**src/rtl/spi_reg_slave.sv**
```systemverilog
`default_nettype none
// ============================================================================
// spi_reg_slave : SPI mode-0 slave (16-bit frames) exposing a 4-byte control
//                 bank, a 4-byte status window and an ID byte. Rev 1.0
// ============================================================================
module spi_reg_slave #(
  parameter logic [7:0]  ID_VALUE   = 8'hA5,
  parameter logic [31:0] CTRL_RESET = 32'h0000_0000
) (
  input  logic        clk_base_i,
  input  logic        reset_i,
  input  logic        sclk_i,
  input  logic        ss_n_i,
  input  logic        mosi_i,
  output logic        miso_o,
  output logic        miso_oe_o,
  input  logic [31:0] status_in_i,
  output logic [31:0] ctrl_out_o,
  output logic        wr_pulse_o,
  output logic [1:0]  wr_addr_o,
  output logic        frame_err_o
);

  typedef enum logic [1:0] {
    S_IDLE = 2'd0,
    S_CMD  = 2'd1,
    S_DATA = 2'd2,
    S_DONE = 2'd3
  } state_e;

  logic [2:0]  sclk_sync_q;
  logic [2:0]  ss_sync_q;
  logic [2:0]  mosi_sync_q;
  logic        rise_q;
  logic        fall_q;
  logic        ss_fall_q;
  logic        ss_rise_q;
  logic [1:0]  settle_q;
  logic        armed_q;

  state_e      state_q;
  logic [3:0]  bit_cnt_q;
  logic [7:0]  rx_q;
  logic [7:0]  tx_q;
  logic        rw_q;
  logic [6:0]  addr_q;
  logic        miso_q;
  logic        miso_oe_q;
  logic [31:0] ctrl_q;
  logic        wr_pulse_q;
  logic [1:0]  wr_addr_q;
  logic        frame_err_q;

  logic [7:0]  rx_d;
  logic [7:0]  ctrl_byte_d;
  logic [7:0]  stat_byte_d;
  logic [7:0]  rd_data_d;

  // After reset the SS_N pipeline holds its idle level, so a select that was
  // already low would look like a fresh falling edge; armed_q blocks frame
  // starts until a genuine synchronized high level has been observed.
  always_ff @(posedge clk_base_i) begin
    if (reset_i) begin
      sclk_sync_q <= 3'b000;
      ss_sync_q   <= 3'b111;
      mosi_sync_q <= 3'b000;
      rise_q      <= 1'b0;
      fall_q      <= 1'b0;
      ss_fall_q   <= 1'b0;
      ss_rise_q   <= 1'b0;
      settle_q    <= 2'd0;
      armed_q     <= 1'b0;
    end else begin
      sclk_sync_q <= {sclk_sync_q[1:0], sclk_i};
      ss_sync_q   <= {ss_sync_q[1:0], ss_n_i};
      mosi_sync_q <= {mosi_sync_q[1:0], mosi_i};
      rise_q      <= sclk_sync_q[1] & ~sclk_sync_q[2];
      fall_q      <= ~sclk_sync_q[1] & sclk_sync_q[2];
      ss_fall_q   <= ~ss_sync_q[1] & ss_sync_q[2];
      ss_rise_q   <= ss_sync_q[1] & ~ss_sync_q[2];
      if (settle_q != 2'd3) begin
        settle_q <= settle_q + 2'd1;
      end
      if ((settle_q == 2'd3) && ss_sync_q[2]) begin
        armed_q <= 1'b1;
      end
    end
  end

  always_comb begin
    rx_d = {rx_q[6:0], mosi_sync_q[2]};
    ctrl_byte_d = 8'h00;
    stat_byte_d = 8'h00;
    case (rx_d[1:0])
      2'd0: begin ctrl_byte_d = ctrl_q[7:0];   stat_byte_d = status_in_i[7:0];   end
      2'd1: begin ctrl_byte_d = ctrl_q[15:8];  stat_byte_d = status_in_i[15:8];  end
      2'd2: begin ctrl_byte_d = ctrl_q[23:16]; stat_byte_d = status_in_i[23:16]; end
      default: begin ctrl_byte_d = ctrl_q[31:24]; stat_byte_d = status_in_i[31:24]; end
    endcase
    if (rx_d[6:2] == 5'd0) begin
      rd_data_d = ctrl_byte_d;
    end else if (rx_d[6:2] == 5'd1) begin
      rd_data_d = stat_byte_d;
    end else if (rx_d[6:0] == 7'h7F) begin
      rd_data_d = ID_VALUE;
    end else begin
      rd_data_d = 8'h00;
    end
  end

  always_ff @(posedge clk_base_i) begin
    if (reset_i) begin
      state_q     <= S_IDLE;
      bit_cnt_q   <= 4'd0;
      rx_q        <= 8'h00;
      tx_q        <= 8'h00;
      rw_q        <= 1'b0;
      addr_q      <= 7'h00;
      miso_q      <= 1'b0;
      miso_oe_q   <= 1'b0;
      ctrl_q      <= CTRL_RESET;
      wr_pulse_q  <= 1'b0;
      wr_addr_q   <= 2'd0;
      frame_err_q <= 1'b0;
    end else begin
      wr_pulse_q <= 1'b0;
      case (state_q)
        S_IDLE: begin
          miso_q    <= 1'b0;
          miso_oe_q <= 1'b0;
          if (ss_fall_q && armed_q) begin
            state_q   <= S_CMD;
            bit_cnt_q <= 4'd0;
            rx_q      <= 8'h00;
            miso_oe_q <= 1'b1;
          end
        end
        S_CMD: begin
          if (ss_rise_q) begin
            state_q     <= S_IDLE;
            miso_q      <= 1'b0;
            miso_oe_q   <= 1'b0;
            frame_err_q <= 1'b1;
          end else if (rise_q) begin
            rx_q      <= rx_d;
            bit_cnt_q <= bit_cnt_q + 4'd1;
            if (bit_cnt_q == 4'd7) begin
              rw_q    <= rx_d[7];
              addr_q  <= rx_d[6:0];
              tx_q    <= rd_data_d;
              miso_q  <= rd_data_d[7];
              state_q <= S_DATA;
            end
          end
        end
        S_DATA: begin
          if (ss_rise_q) begin
            state_q     <= S_IDLE;
            miso_q      <= 1'b0;
            miso_oe_q   <= 1'b0;
            frame_err_q <= 1'b1;
          end else begin
            // The MSB is already on the line from the 8th rise, so the fall
            // that immediately follows it must not shift.
            if (fall_q && (bit_cnt_q != 4'd8)) begin
              tx_q   <= {tx_q[6:0], 1'b0};
              miso_q <= tx_q[6];
            end
            if (rise_q) begin
              rx_q <= rx_d;
              if (bit_cnt_q == 4'd15) begin
                state_q <= S_DONE;
                miso_q  <= 1'b0;
                if (!rw_q) begin
                  if (addr_q[6:2] == 5'd0) begin
                    wr_pulse_q <= 1'b1;
                    wr_addr_q  <= addr_q[1:0];
                    case (addr_q[1:0])
                      2'd0:    ctrl_q[7:0]   <= rx_d;
                      2'd1:    ctrl_q[15:8]  <= rx_d;
                      2'd2:    ctrl_q[23:16] <= rx_d;
                      default: ctrl_q[31:24] <= rx_d;
                    endcase
                  end else if (addr_q == 7'h7E) begin
                    frame_err_q <= 1'b0;
                  end
                end
              end else begin
                bit_cnt_q <= bit_cnt_q + 4'd1;
              end
            end
          end
        end
        default: begin
          miso_q <= 1'b0;
          if (ss_sync_q[2]) begin
            state_q   <= S_IDLE;
            miso_oe_q <= 1'b0;
          end
        end
      endcase
    end
  end

  assign miso_o      = miso_q;
  assign miso_oe_o   = miso_oe_q;
  assign ctrl_out_o  = ctrl_q;
  assign wr_pulse_o  = wr_pulse_q;
  assign wr_addr_o   = wr_addr_q;
  assign frame_err_o = frame_err_q;

endmodule
`default_nettype wire

```
**config.mk**
```make
export PLATFORM = sky130hd
export DESIGN_NAME = spi_reg_slave
export DESIGN_NICKNAME = d
export VERILOG_FILES = /design/src/rtl/spi_reg_slave.sv
export SDC_FILE = /design/constraint.sdc
export NUM_CORES = 1
export LEC_CHECK = 0
export BUFFER_PORTS_ARGS = -buffer_cell sky130_fd_sc_hd__buf_2
export CELL_PAD_IN_SITES_DETAIL_PLACEMENT = 2
export CELL_PAD_IN_SITES_GLOBAL_PLACEMENT = 2
export CORE_MARGIN = 2
export CORE_UTILIZATION = 34
export CTS_CLUSTER_DIAMETER = 60
export DETAILED_ROUTE_END_ITERATION = 10
export GPL_TIMING_DRIVEN = 0
export PLACE_DENSITY_LB_ADDON = 0.12
export REMOVE_ABC_BUFFERS = 1
export SYNTH_ARGS = -nofsm -noshare
export SYNTH_HDL_FRONTEND = slang
export SYNTH_SLANG_ARGS = --single-unit
```
**constraint.sdc**
```tcl
create_clock -name clk_base_i -period 2.3 [get_ports clk_base_i]
set_input_delay 0.23 -clock clk_base_i [delete_from_list [all_inputs] [get_ports clk_base_i]]
set_output_delay 0.23 -clock clk_base_i [all_outputs]
set_load 0.005 [all_outputs]
```
# [Word-level counts from Yosys, hierarchy flattened]
# Cells that the tools add are included.
[classes] add_sub_neg=2 n_mul=0 n_div=0 order_cmp=0 eq_ne=33 shift=0 mux=52 bitwise_logic=14 n_reduce_logical=29
[ops] op="$mux W7" n=8
[ops] op="$pmux W8 S3" n=2
[ops] op="$reduce_and A7 Y1" n=6
[ops] op="$pmux W7 S2" n=2
[ops] op="$mux W4" n=6
[ops] op="$mux W8" n=3
[ops] op="$ne A2 B2 Y1 const B" n=11
[ops] op="$ne A3 B3 Y1 const B" n=7
[ops] op="$mux W1" n=18
[ops] op="$reduce_and A6 Y1" n=3
[ops] op="$mux W2" n=8
[ops] op="$eq A7 B7 Y1 const B" n=2
[ops] op="$pmux W4 S3" n=1
[ops] op="$logic_not A5 Y1" n=2
[ops] op="$not A1 Y1" n=10
[ops] op="$eq A2 B2 Y1 const B" n=4
[ops] op="$reduce_and A4 Y1" n=2
[ops] op="$eq A2 B1 Y1 const B" n=3
[ops] op="$logic_not A2 Y1" n=3
[ops] op="$pmux W1 S2" n=3
[ops] op="$pmux W2 S3" n=1
[ops] op="$reduce_bool A3 Y1" n=2
[ops] op="$reduce_or A6 Y1" n=1
[ops] op="$eq A5 B1 Y1 const B" n=1
[ops] op="13 further kinds" n=21
[totals] register_bits=82 latch_bits=0 mem_bits_rw=0 romBits=0 wordCells=154 mem_count=0

# [Logic depth before layout (Yosys ltp)]
# Gate-level depths: netlist of the first run.
[logic_depth] word_depth=8 ltp_mapped=9

# [Least setup slack after synthesis of the first run]
# OpenSTA, ideal clock, no wires.
[synth_timing] path_kind="register -> register" startpoint="register state_q[0]" endpoint="register ctrl_q[2] (netlist: ctrl_out_o[2])" arrival_time_ns=1.696 required_time_ns=2.172 slack_ns=0.476 stages_incl_launch_ff=10 period_less_slack_ns=1.824 cell_sequence="dfxtp_1 -> inv_1 -> ha_1 -> buf_2 -> and2b_1 -> and4_1 -> nor3b_1 -> buf_4 -> mux2i_1 -> nor2_1"
[synth_via] elab_chain_cells=2
[synth_lines] item="start: declaration" line="41" text="state_e state_q;"
[synth_lines] item="start signal: assignment" line="113" text="state_q <= S_IDLE;"
[synth_lines] item="start signal: assignment" line="132" text="state_q <= S_CMD;"
[synth_lines] item="start signal: assignment" line="140" text="state_q <= S_IDLE;"
[synth_lines] item="$eq A2 B2 Y1" line="127" text="case (state_q)"
[synth_lines] item="$reduce_and A7 Y1 (no source line)"
[synth_lines] item="end signal: assignment" line="179" text="2'd0: ctrl_q[7:0] <= rx_d;"
[synth_lines] item="end: declaration" line="49" text="logic [31:0] ctrl_q;"
# No other way between the ends.
# A chain may end at the register's enable or synchronous reset.

# [Worst setup path in the final report of the first run]
[layout_timing] startpoint="register mosi_sync_q[2]" endpoint="register miso_q (netlist: miso_o)"
[layout_via] elab_chain_cells=8 elab_cells_between_ends=13 cone_classes="eq/ne: 3; mux: 9; reduce/logical: 1"
[layout_lines] item="start: declaration" line="33" text="logic [2:0] mosi_sync_q;"
[layout_lines] item="start signal: assignment" line="76" text="mosi_sync_q <= {mosi_sync_q[1:0], mosi_i};"
[layout_lines] item="$eq A2 B2 Y1, or another cell as far along" line="94" text="case (rx_d[1:0])"
[layout_lines] item="$pmux W8 S3 / $mux W8 (equally long branches)" line="94, 104"
[layout_lines] item="$mux W8" line="102" text="end else if (rx_d[6:2] == 5'd1) begin"
[layout_lines] item="$mux W8 (*)" line="100" text="if (rx_d[6:2] == 5'd0) begin"
[layout_lines] item="$mux W1 (*)" line="147" text="if (bit_cnt_q == 4'd7) begin"
[layout_lines] item="$mux W1 (*)" line="144" text="end else if (rise_q) begin"
[layout_lines] item="$mux W1 (*)" line="139" text="if (ss_rise_q) begin"
[layout_lines] item="$pmux W1 S2 (*)" line="127"
[layout_lines] item="end signal: assignment" line="151" text="miso_q <= rd_data_d[7];"
[layout_lines] item="end signal: assignment" line="167" text="miso_q <= tx_q[6];"
[layout_lines] item="end: declaration" line="47" text="logic miso_q;"
# Mark *: on every way between the ends. The rest lies on a longest branch, timed or not. The select of a mux whose other input is x is not followed.

==> impl_summary.md, run 1 <==
Placement
Once placement finished, the instance area stood at 4285 µm². At the end of routability-driven placement, the weighted congestion stood at 0.7975. OpenSTA, run right after detailed placement, puts the worst setup slack at -1.030 ns. Input and output buffers added on the ports amount to 74.

The post-DP HPWL is 8138 µm.

Clock tree
The insertion delay of the later-clocked pin in the worst-skew pair is 0.34 ns. The tree is rooted in a clkbuf_16. The H-tree generated during clock tree synthesis spans 3 levels.

The hold buffer count at CTS is 0. The clock passes through at most 2 buffers. The number of buffers created by CTS is 9. Clock-pin slew was measured on the worst setup and hold paths at 0.06 ns.

The clock tree from TritonCTS is yes. For this design, the sink count on the clock tree is 82.

Synth
The netlist uses 52 different library cells. After synthesis, flip-flops and latches occupy 42.47% of the total area. After synthesis, the mean cell area works out to 9.404 µm². The commonest register cell after synthesis is dfxtp_1. The post-synth design cell area is 3865 µm². The count of warnings emitted by yosys is 0. The fraction of registers with async set or reset after synthesis is 0%. The number of enable flip-flop cells after synthesis is 0.

The flop and latch count out of synthesis is 82. The synthesized instance count is 411.

Timing
The worst max-slew margin expressed relative to the limit is 45.69%. Setup repair after global routing left no endpoint under its margin. The number of pins exceeding their max-slew limit in the final report came to 0. The transition time of the tightest slew-check pin is 0.8146 ns. The shortest period the worst path allows is 2.226 ns.

The final setup slack of the worst path is 0.07369 ns. Setup violations remaining at the end of the flow were counted as 0. The clock skew is 0.005905 ns. The count of final hold-check violations is 0.

The final critical path takes up 96.80% of the cycle. The worst hold slack across all endpoints is 0.07636 ns. The timing-limited maximum frequency is 449.2 MHz.

Critical path
The critical path contains buffers and inverters numbering 0 combined. In this run the critical register-to-register path is launched from mosi_sync_q[2]. Data on the critical path is required at its endpoint by 2.52 ns. The critical path goes through mux4_2 > o2111ai_1 > a21oi_1 > or3_1. The launching element type of the critical path is a flip-flop.

In this run the worst path has a maximum fanout of 21. The critical path starts at mosi_sync_q[2]. The maximum cell stage delay along the critical path is 0.80 ns. The critical path capture point type is a flip-flop. The critical path is of the flip-flop to flip-flop type. The slowest stage cell on the critical path is dfxtp_2. On the critical path the largest part of the delay comes from flip-flops. For the worst setup path, the data arrival time is 2.44 ns.

Floorplanning
The core region is 10980 µm². From left edge to right edge, the die measures 110.6 µm. The vertical die dimension is 110.6 µm. The overall die area is 12240 µm². The starting density of the core is 35.19%. In this run the core area contains 38 standard-cell rows. The number of ports placed on the die boundary is 75.

Global route
The first global-routing pass estimated 19300 µm of wire. The global routing usage summed across all routing layers is 19.58%. The number of antenna violations at the first check in global routing is 0.

Entering global routing, the biggest net connects 78 pins. The via count of the first global-routing pass came to 3651. Global routing finished with a remaining overflow of 0.

Worst hold path
The worst hold path belongs to the class input pin to flip-flop. In this run the most critical hold path is launched from ss_n_i.

Route
The number of search-and-repair iterations in the first detailed-routing pass is 4. The per-cell via count in the routed design is 5.343. After detailed routing, the number of remaining DRC violations is 0.

The post-detailed-route wirelength per cell is 18.79 µm. The number of DRC markers in iteration 0 is 115. The vias after detailed routing is 3334. The aggregate routed wire length is 11720 µm.

The number of routed nets with antenna violations is 0.

Final layout
The layout-stage area growth over the synthesis result is 22.01%. The area of all sequential standard cells is 1644 µm². The number of antenna diodes is 0.

The share of post-route cells with drive strength above 1 is 26.86%. The number of filler cells placed in the layout is 1199. The final net count is 523.

The finished layout cell area is 4716 µm². The share of the core filled with cells is 42.94%. In the final layout, the multi-input gates occupy 2086 µm².

Run status
The run finished with clean final reports.

Pwr
The internal portion of the total power is 2522 µW. The proportion of power drawn by combinational gates is 14.5%. The maximum ir drop on the vdd rail is 0.3003 mV.

In this run switching power makes up 26.85% of total power. Per report_power, the clock group accounts for 42.5% of the total. The sequential share of power is 43.0%. Power spread over the standard cell area amounts to 731.1 nW/µm². The power after layout is 3448 µW. In this run the static leakage power is 0.001962 µW.

The analysis attributes to net switching a power of 925.7 µW.

Job
Across the run, the number of max-cap violations was 0.
## final timing paths
check,to,slack (ns),cells after the start
worst max-delay path,miso_o,0.07,4
worst min-delay path,ss_sync_q[0],0.08,2
worst max register to register,miso_o,0.07,4
worst min register to register,rise_q,0.41,1
## metrics by stage
stage	TNS (ns)	instances
detailed placement	-21.45	596
global placement	-30.34	595
CTS	0	616
floorplan	-4.453	381
global route	0	624
finish	0	624
## cell families after synthesis
| group | synth area share [%] |
|---|---|
| AOI/OAI and AO/OA | 9.939 |
| adders and majority gates | 2.266 |
| muxes | 18.39 |
| buffers and inverters | 4.759 |
| and+or+nand+nor | 21.95 |
| DFF | 42.47 |
| xor gates and xnor gates | 0.2267 |
## what timing repair did
| item | in CTS | in global routing |
|---|---|---|
| pin swaps | 1 | 1 |
| setup buffers | 4 | 8 |
| gates resized for setup | 10 | 2 |
| cloned | 0 | 0 |
| hold endpoints to repair | 0 | 0 |
| endpoints found under the setup margin | 42 | 12 |
## power groups by stage
stage / clock (µW) / combinational, µW / sequential [µW]
after floorplan: 0 / 321 / 1500
after global placement: 0 / 470 / 1510
after detailed placement: 0 / 484 / 1510
after CTS: 1500 / 496 / 1480
after global routing: 1570 / 554 / 1490
final: 1470 / 500 / 1480
## registers in the layout, indices dropped and copies added, names as in the netlist, 2 cells and up
register / flops
ctrl_out_o: 32
addr_q: 7
rx_q: 7
tx_q: 7
bit_cnt_q: 4
mosi_sync_q: 3
sclk_sync_q: 3
ss_sync_q: 3
settle_q: 2
state_q: 2
wr_addr_o: 2
## layer usage
layer	vias to the layer above	part of all wire [%]	track usage (%)
met5	-	0	0
met4	0	0.78	5.250
met3	8	2.9	3.458
met2	57	49	33.58
met1	1669	47	25.40
li1	1600	-	-
## area by class of cell
cell class	instances	share of cell area, %
Inverter	10	0.7960
Clock buffer	14	5.598
Tap cell	140	3.715
Clock inverter	2	0.7429
Sequential cell	82	34.86
Multi-Input combinational cell	289	44.23
Timing Repair Buffer	87	10.06
## layout by cell type, fill, tap and decap left out, types with 2 or more instances in the layout
cell	synthesis	final
or3_1	4	4
nor2b_1	11	10
dfxtp_2	0	2
and3_2	2	2
dfxtp_1	82	80
a22o_1	4	4
clkbuf_8	0	2
o2bb2ai_1	2	2
buf_4	3	13
nor4_1	2	2
or2_2	4	4
o32ai_1	2	2
nand2_1	26	26
nand4_1	4	4
inv_1	10	10
mux4_2	12	12
clkbuf_16	0	9
clkbuf_1	12	3
a211oi_1	3	2
nand3b_1	3	3
nor3_1	3	3
nor3b_1	4	2
a32o_1	4	4
mux2i_1	44	44
nor2_1	50	50
and3_1	2	2
nand2b_1	5	5
a21oi_1	27	27
nand3_1	33	33
ha_1	7	6
buf_2	12	73
o21ai_0	9	9
## synth_stat cells, types with 2 or more instances
cell type	instances	share of area, %
a211oi_1	3	0.58
a21oi_1	27	3.5
a22o_1	4	0.91
a32o_1	4	1.0
and3_1	2	0.32
and3_2	2	0.39
and4_1	2	0.45
buf_1	2	0.19
buf_2	12	1.6
buf_4	3	0.58
clkbuf_1	12	1.2
dfxtp_1	82	42
ha_1	7	2.3
inv_1	10	0.97
mux2i_1	44	11
mux4_2	12	7.0
nand2_1	26	2.5
nand2b_1	5	0.81
nand3_1	33	4.3
nand3b_1	3	0.58
nand4_1	4	0.65
nor2_1	50	4.9
nor2b_1	11	1.8
nor3_1	3	0.39
nor3b_1	4	0.78
nor4_1	2	0.32
o21ai_0	9	1.2
o2bb2ai_1	2	0.45
o32ai_1	2	0.45
or2_2	4	0.65
or3_1	4	0.65
No activity file was read; power rests on OpenSTA's default activity.
==> run 2: changes to the inputs <==
CORE_ASPECT_RATIO = 1.1   (was not set)
==> run 2 against run 1 <==
Against the previous run: non-clock buffer count fell by 5; cell count up 0.16%; sequential power about the same; total power rose by 0.37%; count of clock-buffer cells in the layout shrank 3; clock skew decreased by 0.00050 ns; critical path type unchanged; largest cell class unchanged.
==> impl_summary.md, run 2 (same netlist as run 1, synthesis figures left out) <==
Floorplanning
The number of core rows is 40 (+5.3%). The starting density of the core is 35.10% (-0.088 points). The number of ports placed on the die boundary is 75 (unchanged). The die width is 105.7 µm (-4.5%). The area of the core is 11010 µm² (+0.25%).

The vertical die dimension was 115.8 µm (+4.7%). The overall die area is 12240 µm² (about the same).

Route
The vias after detailed routing is 3291 (-1.3%). The per-cell via count in the routed design is 5.266 (-1.4%). The number of routed nets with antenna violations is 0 (unchanged). The number of DRC markers in iteration 0 came to 108 (-6.1%). The number of search-and-repair iterations in the first detailed-routing pass is 4 (unchanged).

The number of remaining DRC errors was 0 (unchanged). The aggregate routed wire length is 11620 µm (-0.85%). The post-detailed-route wirelength per cell is 18.60 µm (-1.0%).

Timing
The transition time of the tightest slew-check pin came to 0.8102 ns (-0.004474 ns). The timing-limited maximum frequency is 471.8 MHz (+5.0%). The worst max-slew margin expressed relative to the limit was 45.99% (+0.30 points). The worst hold slack across all endpoints is 0.07755 ns (+0.001194 ns). The setup total negative slack is 0 ns (unchanged). Setup repair after global routing left no endpoint under its margin. The share of the clock period used by the worst path after layout is 92.15% (-4.6 points). The shortest period the worst path allows was 2.120 ns (-0.1068 ns).

The count of final hold-check violations is 0 (unchanged). The number of pins exceeding their max-slew limit in the final report is 0 (unchanged). The clock skew is 0.005402 ns (-0.0005030 ns). The final setup violation count is 0 (unchanged).

Critical path
The data arrival time at the worst-slack endpoint was 2.34 ns (-0.10 ns). The startpoint identified for the worst register-to-register timing path is mosi_sync_q[2]. The first element of the critical path is mosi_sync_q[2]. The endpoint identified for the worst register-to-register timing path is miso_o. The depth of the worst register-to-register path is 4 (unchanged).

The launching element type of the critical path is a flip-flop. The critical path capture point type is a flip-flop. The critical path is of the flip-flop to flip-flop type. The data required time of the critical path is 2.52 ns (about the same). The setup slack on the worst flop-to-flop path is 0.18 ns (+0.11 ns).

The largest driver fanout on the critical path came to 21 (unchanged).

Global route
The total global routing overflow was 0 (unchanged). The number of antenna violations at the first check in global routing is 0 (unchanged). The maximum number of pins on one net before global-route repair is 78 (unchanged). The global-route wire length before repair was 18910 µm (-2.0%).

The global routing usage summed across all routing layers is 19.95% (+0.37 points). The via count of the first global-routing pass is 3542 (-3.0%).

Clock tree
The largest buffer count on any clock path is 2 (unchanged). The deepest level of the CTS H-tree is 3 (unchanged). The count of clock tree sinks came to 82 (unchanged). The number of buffers created by CTS is 9 (unchanged). The insertion delay of the later-clocked pin in the worst-skew pair is 0.34 ns (about the same).

In this run the clock root is driven by a clkbuf_16. TritonCTS built the clock tree. The clock input transition at the sequential cells of the worst setup and hold paths came to 0.06 ns (about the same).

Placement
The global placement routability congestion was 0.7402 (-7.2%). The post-DP HPWL was 8210 µm (+0.89%). The placed standard-cell area is 4307 µm² (+0.50%). The number of port buffers came to 74 (unchanged).

Run status
The flow ran to the end, and the final reports show no timing, DRC or antenna violations.

Final layout
The library cell used most frequently in the layout, excluding fill and tap cells, is dfxtp_1. The number of flip-flops in the largest register is 32 (unchanged). The area of the multi-input gates is 2072 µm² (-0.66%). Leaving out fill and tap cells, the most frequent cells in the layout are dfxtp_1, buf_2, nor2_1, mux2i_1, nand3_1. The number of antenna diodes came to 0 (unchanged). The area growth from synthesis to layout is 21.14%.

The finished layout cell area is 4682 µm² (-0.72%). The share of post-route cells with drive strength above 1 came to 26.78% (-0.081 points). The share of the core filled with cells came to 42.52% (-0.41 points).

The number of filler cells placed in the layout was 1215 (+1.3%). The final net count is 518 (-0.96%). The area of all sequential standard cells was 1644 µm² (unchanged).

Pwr
The maximum ir drop on the vdd rail is 0.3289 mV (+9.5%). The leakage power figure is 0.001939 µW (-1.2%). The power density over cell area is 739.1 nW/µm² (+1.1%).

Job
The count of maximum capacitance violations is 0 (unchanged).

Worst hold path
The class of the tightest hold or removal check is input pin to flip-flop. The path with the worst hold slack has its endpoint at ss_sync_q[0]. The number of cells on the worst hold path was 2 (unchanged).

The origin of the worst min-delay path is ss_n_i.
[run 2: through the flow]
stage	worst slack [ns]	power, µW	cells
final	0.1805	3460	625
after floorplan	-0.5563	1825	381
after CTS	0.04907	3498	625
after global routing	0.03604	3651	625
after global placement	-1.778	1988	602
after detailed placement	-0.9531	2009	604
[run 2: area by class of cell]
cell class                 count  share of cell area [%]
multi-input combinational    289                   44.25
sequential                    82                   35.11
inverter                      10                  0.8017
timing repair buffer          82                   9.407
clock inverter                 4                   1.096
clock buffer                  11                   5.398
tap                          147                   3.928
[run 2: how the worst max path moves through the flow]
| stage | to | slack [ns] | depth (start not counted) |
|---|---|---|---|
| after floorplan | ctrl_out_o[1] | -0.56 | 7 |
| after global placement | ctrl_out_o[1] | -1.78 | 7 |
| after detailed placement | ctrl_out_o[11] | -0.95 | 7 |
| after CTS | miso_o | 0.05 | 6 |
| after global routing | tx_q[2] | 0.04 | 4 |
| final | miso_o | 0.18 | 4 |
[run 2: critical path, cell delays in order, from the launching register on]
cell	delay, ns
dfxtp_2	0.74
mux4_2	0.64
o2111ai_1	0.22
a21oi_1	0.06
or3_1	0.34
[run 2: routing by layer]
| metal | wire, µm | global-route usage (%) | up-vias |
|---|---|---|---|
| met3 | 338 | 2.925 | 12 |
| met1 | 5345 | 25.48 | 1642 |
| li1 | - | - | 1589 |
| met4 | 167 | 6.930 | 0 |
| met2 | 5771 | 34.71 | 48 |
| met5 | 0 | 0 | - |
[run 2: repair_timing]
item	4_1_cts	5_1_grt
gates resized for setup	5	4
hold buffers	0	0
setup buffers	6	0
endpoints found under the setup margin	42	11
pin swaps	2	0
[run 2: report_power, final]
group / internal (µW) / leakage, µW / switching [µW]
registers: 1450 / 0.000664 / 28.8
clock network: 894 / 0.000148 / 585
logic: 169 / 0.00113 / 331
total: 2520 / 0.00194 / 945
